## src/rtl/q_result_tx.sv

```systemverilog
// Buffers finished charge results and ships each one as a 4-byte 8N1 packet:
// header, high byte, low byte, XOR checksum.
module q_result_tx #(
  parameter int         BUS_WIDTH    = 10,
  parameter int         FIFO_DEPTH   = 4,
  parameter int         CLKS_PER_BIT = 868,
  parameter logic [7:0] HEADER       = 8'hA5
) (
  input  logic                          clk,
  input  logic                          rst,
  input  logic                          q_valid,
  input  logic [BUS_WIDTH-1:0]          q_data,
  input  logic                          clr_ovf,
  output logic                          tx,
  output logic                          busy,
  output logic                          overflow,
  output logic [$clog2(FIFO_DEPTH):0]   fifo_count
);

  localparam int              AW      = $clog2(FIFO_DEPTH);
  localparam int              TW      = $clog2(CLKS_PER_BIT);
  localparam logic [TW-1:0]   T_LAST  = TW'(CLKS_PER_BIT - 1);
  localparam logic [AW:0]     DEPTH_C = (AW+1)'(FIFO_DEPTH);

  typedef enum logic [2:0] {IDLE, LOAD, START, DATA, STOP, NEXT} state_t;

  function automatic logic [7:0] checksum(input logic [7:0] hi, input logic [7:0] lo);
    return HEADER ^ hi ^ lo;
  endfunction

  state_t         state_q, state_d;
  logic           v1, v2, push_req;
  logic [15:0]    mem [FIFO_DEPTH];
  logic [AW-1:0]  wr_ptr, rd_ptr;
  logic           full, pop, push_ok, drop;
  logic [15:0]    head;
  logic [7:0]     pkt [4];
  logic [TW-1:0]  timer;
  logic [2:0]     bit_idx;
  logic [1:0]     byte_idx;
  logic           t_last;

  // Capture stage: edge detect, then push one cycle later so q_data has settled
  always_ff @(posedge clk or posedge rst) begin
    if (rst) begin
      v1       <= 1'b0;
      v2       <= 1'b0;
      push_req <= 1'b0;
    end else begin
      v1       <= q_valid;
      v2       <= v1;
      push_req <= v1 & ~v2;
    end
  end

  // FIFO stage: a pop frees a slot in the same cycle, so a full push still lands
  assign full    = (fifo_count == DEPTH_C);
  assign pop     = (state_q == LOAD);
  assign push_ok = push_req & (~full | pop);
  assign drop    = push_req & full & ~pop;
  assign head    = mem[rd_ptr];

  always_ff @(posedge clk) begin
    if (push_ok) mem[wr_ptr] <= 16'(q_data);
  end

  always_ff @(posedge clk or posedge rst) begin
    if (rst) begin
      wr_ptr     <= '0;
      rd_ptr     <= '0;
      fifo_count <= '0;
      overflow   <= 1'b0;
    end else begin
      if (push_ok) wr_ptr <= wr_ptr + 1'b1;
      if (pop)     rd_ptr <= rd_ptr + 1'b1;
      case ({push_ok, pop})
        2'b10:   fifo_count <= fifo_count + 1'b1;
        2'b01:   fifo_count <= fifo_count - 1'b1;
        default: fifo_count <= fifo_count;
      endcase
      if (drop)         overflow <= 1'b1;
      else if (clr_ovf) overflow <= 1'b0;
    end
  end

  // Transmit stage: packet is latched at LOAD and indexed byte/bit on the wire
  always_ff @(posedge clk) begin
    if (state_q == LOAD) begin
      pkt[0] <= HEADER;
      pkt[1] <= head[15:8];
      pkt[2] <= head[7:0];
      pkt[3] <= checksum(head[15:8], head[7:0]);
    end
  end

  assign t_last = (timer == T_LAST);

  always_ff @(posedge clk or posedge rst) begin
    if (rst) begin
      timer    <= '0;
      bit_idx  <= '0;
      byte_idx <= '0;
    end else begin
      if (state_q inside {START, DATA, STOP}) timer <= t_last ? '0 : timer + 1'b1;
      else                                    timer <= '0;
      if (state_q == DATA) begin
        if (t_last) bit_idx <= bit_idx + 1'b1;
      end else begin
        bit_idx <= '0;
      end
      if (state_q == LOAD)                            byte_idx <= '0;
      else if (state_q == NEXT && byte_idx != 2'd3)   byte_idx <= byte_idx + 1'b1;
    end
  end

  always_ff @(posedge clk or posedge rst) begin
    if (rst) state_q <= IDLE;
    else     state_q <= state_d;
  end

  always_comb begin
    state_d = state_q;
    case (state_q)
      IDLE:    if (fifo_count != '0) state_d = LOAD;
      LOAD:    state_d = START;
      START:   if (t_last) state_d = DATA;
      DATA:    if (t_last && bit_idx == 3'd7) state_d = STOP;
      STOP:    if (t_last) state_d = NEXT;
      NEXT:    state_d = (byte_idx != 2'd3) ? START : IDLE;
      default: state_d = IDLE;
    endcase
  end

  always_comb begin
    tx   = 1'b1;
    busy = (state_q != IDLE);
    case (state_q)
      START:   tx = 1'b0;
      DATA:    tx = pkt[byte_idx][bit_idx];
      default: tx = 1'b1;
    endcase
  end

endmodule

```

## config.mk

```make
export PLATFORM = sky130hd
export DESIGN_NAME = q_result_tx
export DESIGN_NICKNAME = d
export VERILOG_FILES = /design/src/rtl/q_result_tx.sv
export SDC_FILE = /design/constraint.sdc
export NUM_CORES = 1
export LEC_CHECK = 0
export ABC_AREA = 1
export CORE_UTILIZATION = 56
export DETAILED_ROUTE_END_ITERATION = 8
export DONT_BUFFER_PORTS = 1
export GPL_TIMING_DRIVEN = 0
export PLACE_DENSITY_LB_ADDON = 0.25
export SETUP_SLACK_MARGIN = 0.05
export SLEW_MARGIN = 20
export SYNTH_ARGS = -nofsm -noshare
export SYNTH_HDL_FRONTEND = slang
export SYNTH_SLANG_ARGS = --single-unit
export TNS_END_PERCENT = 5
```

## constraint.sdc

```tcl
create_clock -name clk -period 2.2 [get_ports clk]
set_clock_uncertainty 0.2 [all_clocks]
set_input_delay 0 -clock clk [delete_from_list [all_inputs] [get_ports clk]]
set_output_delay 0 -clock clk [all_outputs]
set_load 0.02 [all_outputs]
```

==> Yosys cells after proc, flatten, opt, wreduce, memory -nomap -nowiden <==
Memory sizes are Yosys's and may differ from the RTL's.
Index checks and enable logic that the tools add are counted.
{ "word_totals": {"ff_bits": 29, "ramBits": 72, "in_bits": 14, "out_inout_bits": 6, "wordCells": 79, "n_memories": 2} }
{ "classes": {"add_sub_neg": 7, "magnitude_cmp": 1, "n_eq_ne": 16, "n_mux": 22, "bitwise": 10, "n_reduce_logical": 10} }
{ "mem_list": {"columns": ["memory", "words", "width", "rd", "rd_ports_with_merged_regs", "write_ports", "line", "text"], "rows": [
  ["mem", 4, 10, 1, 0, 1, "33", "logic [15:0] mem [FIFO_DEPTH];"],
  ["pkt", 4, 8, 1, 0, 4, "37", "logic [7:0] pkt [4];"]
]} }
{ "op_table": {"columns": ["operator", "n"], "rows": [
  ["10-bit two-way mux", 2],
  ["3-bit two-way mux", 6],
  ["3-bit one-hot mux with 6 select lines", 1],
  ["3-bit == test, second input constant", 4],
  ["10-bit by 1-bit adder with 10-bit output, second input constant", 1],
  ["10-bit == test, second input constant", 1],
  ["2-bit != test, second input constant", 5],
  ["3-bit nonzero test", 3],
  ["8-bit XOR", 1],
  ["1-bit two-way mux", 7],
  ["2-bit by 1-bit adder with 2-bit output, second input constant", 3],
  ["3-bit by 1-bit adder with 3-bit output, second input constant", 2],
  ["3-bit by 2-bit == test with 1-bit output, second input constant", 2],
  ["2-bit two-way mux", 3],
  ["3-bit one-hot mux with 2 select lines", 1],
  ["2-bit nonzero test", 3],
  ["1-bit AND", 4],
  ["3-bit by 4-bit less-than comparator with 1-bit output, second input constant", 1],
  ["4-bit NOT", 1],
  ["4-bit AND reduction", 1],
  ["1-bit binary-select mux with 3-bit select", 1],
  ["3-bit by 1-bit == test with 1-bit output, second input constant", 1],
  ["3-bit logical NOT", 1],
  ["1-bit NOT", 3],
  ["other kinds (7)", 8]
]} }

==> Logic depth before layout (Yosys ltp) <==
{ "logic_depth": {"word_depth": 6, "depth_mapped": 10, "mapped_depth_nobuf": 10} }

==> Worst setup path after synthesis <==
No wires, ideal clock.
{ "synth_path": {"kind": "flip-flop to flip-flop", "start": "reg state_q[1]", "end": "reg fifo_count[2]", "setup_ps": 131, "arrival_ps": 2037, "t_required_ps": 1869, "setup_slack_ps": -168, "path_stages_with_launch": 10, "path_buffers": 0, "synth_period_minus_slack_ps": 2368, "path_cell_list": "dfrtp_1 > inv_2 > nand3_2 > inv_1 > ha_1 > inv_1 > fa_1 > a21oi_1 > o21ai_0 > xor2_1"} }
{ "synth_between": {"elab_chain_cells": 5, "word_cells_on_any_way": 7, "classes_between": "eq/ne (3); mux (1); bitwise (2); reduce/logical (1)"} }
{ "synth_rtl": {"columns": ["element", "line", "text"], "rows": [
  ["start, declared", "31", "state_t state_q, state_d;"],
  ["start signal, assigned", "118", "else state_q <= state_d;"],
  ["3-bit by 1-bit == test with 1-bit output *", "58", "assign pop = (state_q == LOAD);"],
  ["1-bit OR", "59", "assign push_ok = push_req & (~full | pop);"],
  ["1-bit AND", "59", null],
  ["2-bit by 1-bit == test with 1-bit output or 2-bit == test (tied branches)", "76", "case ({push_ok, pop})"],
  ["3-bit one-hot mux with 2 select lines or 2-bit nonzero test (tied branches)", null, null],
  ["end signal, assigned", "77", "2'b10: fifo_count <= fifo_count + 1'b1;"],
  ["end signal, assigned", "78", "2'b01: fifo_count <= fifo_count - 1'b1;"],
  ["end signal, assigned", "79", "default: fifo_count <= fifo_count;"],
  ["end, declared", "17", "output logic [$clog2(FIFO_DEPTH):0] fifo_count"]
]} }
Mark *: on every way between the ends. The rest lies on a longest branch, timed or not.
A chain may end at the register's enable or synchronous reset.

==> Final worst setup path <==
{ "layout_path": {"start": "reg fifo_count[2]", "end": "reg fifo_count[2]"} }
{ "layout_between": {"elab_chain_cells": 6, "word_cells_on_any_way": 10, "classes_between": "add/sub (2); eq/ne (3); mux (1); bitwise (3); reduce/logical (1)"} }
{ "layout_rtl": {"columns": ["element", "line", "text"], "rows": [
  ["3-bit == test", "57", "assign full = (fifo_count == DEPTH_C);"],
  ["1-bit NOT", "59", null],
  ["1-bit OR", "59", null],
  ["1-bit AND", "59", null],
  ["2-bit by 1-bit == test with 1-bit output or 2-bit == test (tied branches)", "76", null],
  ["3-bit one-hot mux with 2 select lines or 2-bit nonzero test (tied branches)", null, null]
]} }
Several ways; a longest one is shown, not always the timed one.

==> flow_summary_export.csv <==
group,metric,value,unit
outcome,outcome,"complete, but fails checks",
outcome,violations,"hold timing, setup timing",
critical_path,path_cells,"inv_2 -> nor3_2 -> nand2_1 -> nand2_4 -> ha_4 -> inv_1 -> fa_2 -> a21oi_2 -> o21ai_1 -> xor2_1",
cells_and_area,final_cells,455,
floorplanning,ios,20,
global_routing,grt_pass1_vias,2243,
sta,hold_viol,29,
critical_path,endpoint_kind,"flop",
cells_and_area,layout_commonest_cell,"nand2_1",
power_and_ir_drop,powerDensity,1230,nW/um^2
routing,ant_nets,0,
routing,vias,2363,
routing,drc,0,
yosys,synth_edf_count,55,
cells_and_area,final_cell_mix,"nand2_1, edfxtp_1, inv_1",
cells_and_area,drive_above_1_share,15.1,%
routing,vias_per_cell,5.19,
sta,maxSlewViolCount,0,
global_routing,grt_pass1_wl,10.3,mm
flow_run,maxCapViolCount,0,
yosys,postSynthAreaPerCell,10.7,sq um
yosys,async_flop_share,34.5,%
yosys,yosys_warnings,0,
global_routing,grt_max_degree,30,
place,io_buffer_count,0,
sta,setup_slack,-0.00237,ns
yosys,ys_ff_latch,84,
power_and_ir_drop,p_leak,1.69,nW
routing,wl,6.19,mm
clocking,cts_tree,"yes",
sta,finalCritPeriodShare,100,%
power_and_ir_drop,ir_drop,0.950,mV
critical_path,slowest_delay,0.45,ns
sta,rsz0062_at_grt,"true",
clocking,numCtsBuffers,9,
critical_path,required,2.22,ns
global_routing,grt_use_total,19.4,%
floorplanning,core_region_area,6350,sq um
clocking,path_clk_slew,0.09,ns
floorplanning,die_w,83.3,um
cells_and_area,area_delta_synth_final,14.4,%
critical_path,crit_family,"adder cells",
critical_path,worstSetupPathType,"reg -> reg",
place,dp_hpwl,4.04,mm
sta,final.min_clock_period,2.20,ns
place,dp_slack,-0.189,ns
hold_path,min_path_type,"in -> async",
critical_path,critPathMaxFanout,3,
floorplanning,start_util,58.3,%
clocking,root_buffer,"clkbuf_8",
cells_and_area,fin_nets,397,
sta,finalSetupTns,-0.00237,ns
power_and_ir_drop,power.total,5.21,mW
critical_path,critical-path-slowest-cell,"dfrtp_2",
critical_path,cp_data_arrival_time,2.23,ns
sta,setup_viol,1,
yosys,synth_cell_types,30,
yosys,synthFlopType,"edfxtp_1",
floorplanning,die_area,6940,sq um
yosys,syn_area,3700,sq um
clocking,clockBufferDepth,2,
place,gp_congestion,0.802,
sta,worst_pin_slew,0.607,ns
yosys,synth_cells,346,
yosys,synth_nets,370,
routing,drt_iter0_drc,98,
critical_path,path_buf_inv,2,
place,dp.cells,423,
yosys,yosys.area.top_type,"edfxtp_1",
floorplanning,dieHeight,83.3,um
global_routing,antenna_found_initial,0,
global_routing,grt_overflow,0,
routing,drt-pass1-iter-count,4,
yosys,synth_area_leaders,"edfxtp_1, dfrtp_1, nand2_1",
cells_and_area,insertedDiodeCount,0,
clocking,cts.htree.levels,3,
yosys,synth.top_cell.area_share,44.6,%
clocking,clock-sinks,84,
sta,slew_headroom,59.5,%
sta,fmax,454,MHz
clocking,clock_latency,0.34,ns
yosys,ys_seq_area_share,64.2,%
sta,hold_ws,-0.0225,ns
routing,wire_per_inst,13.6,um
critical_path,worstSetupStartpointType,"flop",
floorplanning,num_rows,29,
[synth_stat cells, types with 2 or more instances]
library cell and instances:
clkbuf_1 2, nand2_1 61, o21ai_2 3, a32oi_1 3
nor3_1 4, inv_2 4, nand2_2 2, xor2_1 9
o21ai_0 18, nand4_1 2, nor2_1 43, dfrtp_1 29
nand3_2 2, o22ai_1 5, inv_1 45, o21ai_1 3
xnor2_1 2, a21oi_1 11, nand3_1 20, buf_2 6
edfxtp_1 55, ha_1 9
[power by group]
group	total, mW	internal, mW	switching, mW
sequential	2.38	2.15	0.227
combinational	1.64	0.562	1.08
clock	1.20	0.644	0.553
[final timing paths]
check                               from       endpoint  slack, ns  cells past startpoint
min reg2reg                           v1             v2       0.18                      0
max                        fifo_count[2]  fifo_count[2]     -0.002                     10
min                                  rst  fifo_count[2]      -0.02                      2
min in group clk                 clr_ovf       overflow       0.10                      2
max in group asynchronous            rst     state_q[2]       1.40                      2
max reg2reg                fifo_count[2]  fifo_count[2]     -0.002                     10
[flip-flops by register name, indices dropped and copies added (netlist names), 2 cells and up]
signal      cells
fifo_count      3
rd_ptr          2
wr_ptr          2
timer          10
bit_idx         3
mem            40
state_q         3
pkt            15
byte_idx        2
[what timing repair did]
item                                    4_1_cts  5_1_grt
hold endpoints to repair                     71        0
pin swaps                                     0        3
endpoints found under the setup margin       42       38
gates cloned                                  0        0
buffers inserted                              1        1
hold buffers                                 14        0
resized for setup                             5       11
[metal layers]
metal | vias up | wire, um | global-route usage (%)
met5 | - | 0 | 0
met4 | 0 | 74 | 8.46
met3 | 5 | 252 | 3.78
met2 | 49 | 3160 | 33.4
met1 | 1107 | 2700 | 23.9
li1 | 1202 | - | -
[stage by stage]
stage	hold slack, ns	util (%)	area [sq um]
2_1_floorplan	-0.169	-	3730
3_3_place_gp	-0.169	60.3	3830
3_5_place_dp	-0.169	60.3	3830
4_1_cts	0.0870	66.3	4210
5_1_grt	0.0319	66.7	4230
6_report	-0.0225	66.7	4230
[cell type report]
cell class | instances | area (sq um)
timing repair buffer | 16 | 155
clock inverter | 7 | 98.8
sequential | 84 | 2380
multi-input combinational | 204 | 1140
fill | 450 | 2120
inverter | 49 | 188
buffer | 9 | 45.0
clock buffer | 9 | 124
tap | 77 | 96.3
[logic make-up (layout without fill, tap and decap cells)]
logic type / count (synthesis) / in the layout / synth area share, %
XOR/XNOR: 11 / 11 / 2.60
AO/OA/AOI/OAI: 45 / 45 / 7.00
AND/OR/NAND/NOR: 138 / 138 / 16.5
adder cells (fa/ha/maj): 10 / 10 / 3.58
flip-flops: 84 / 84 / 64.2
buffers and inverters: 58 / 90 / 6.12
(Power assumes the default switching activity.)
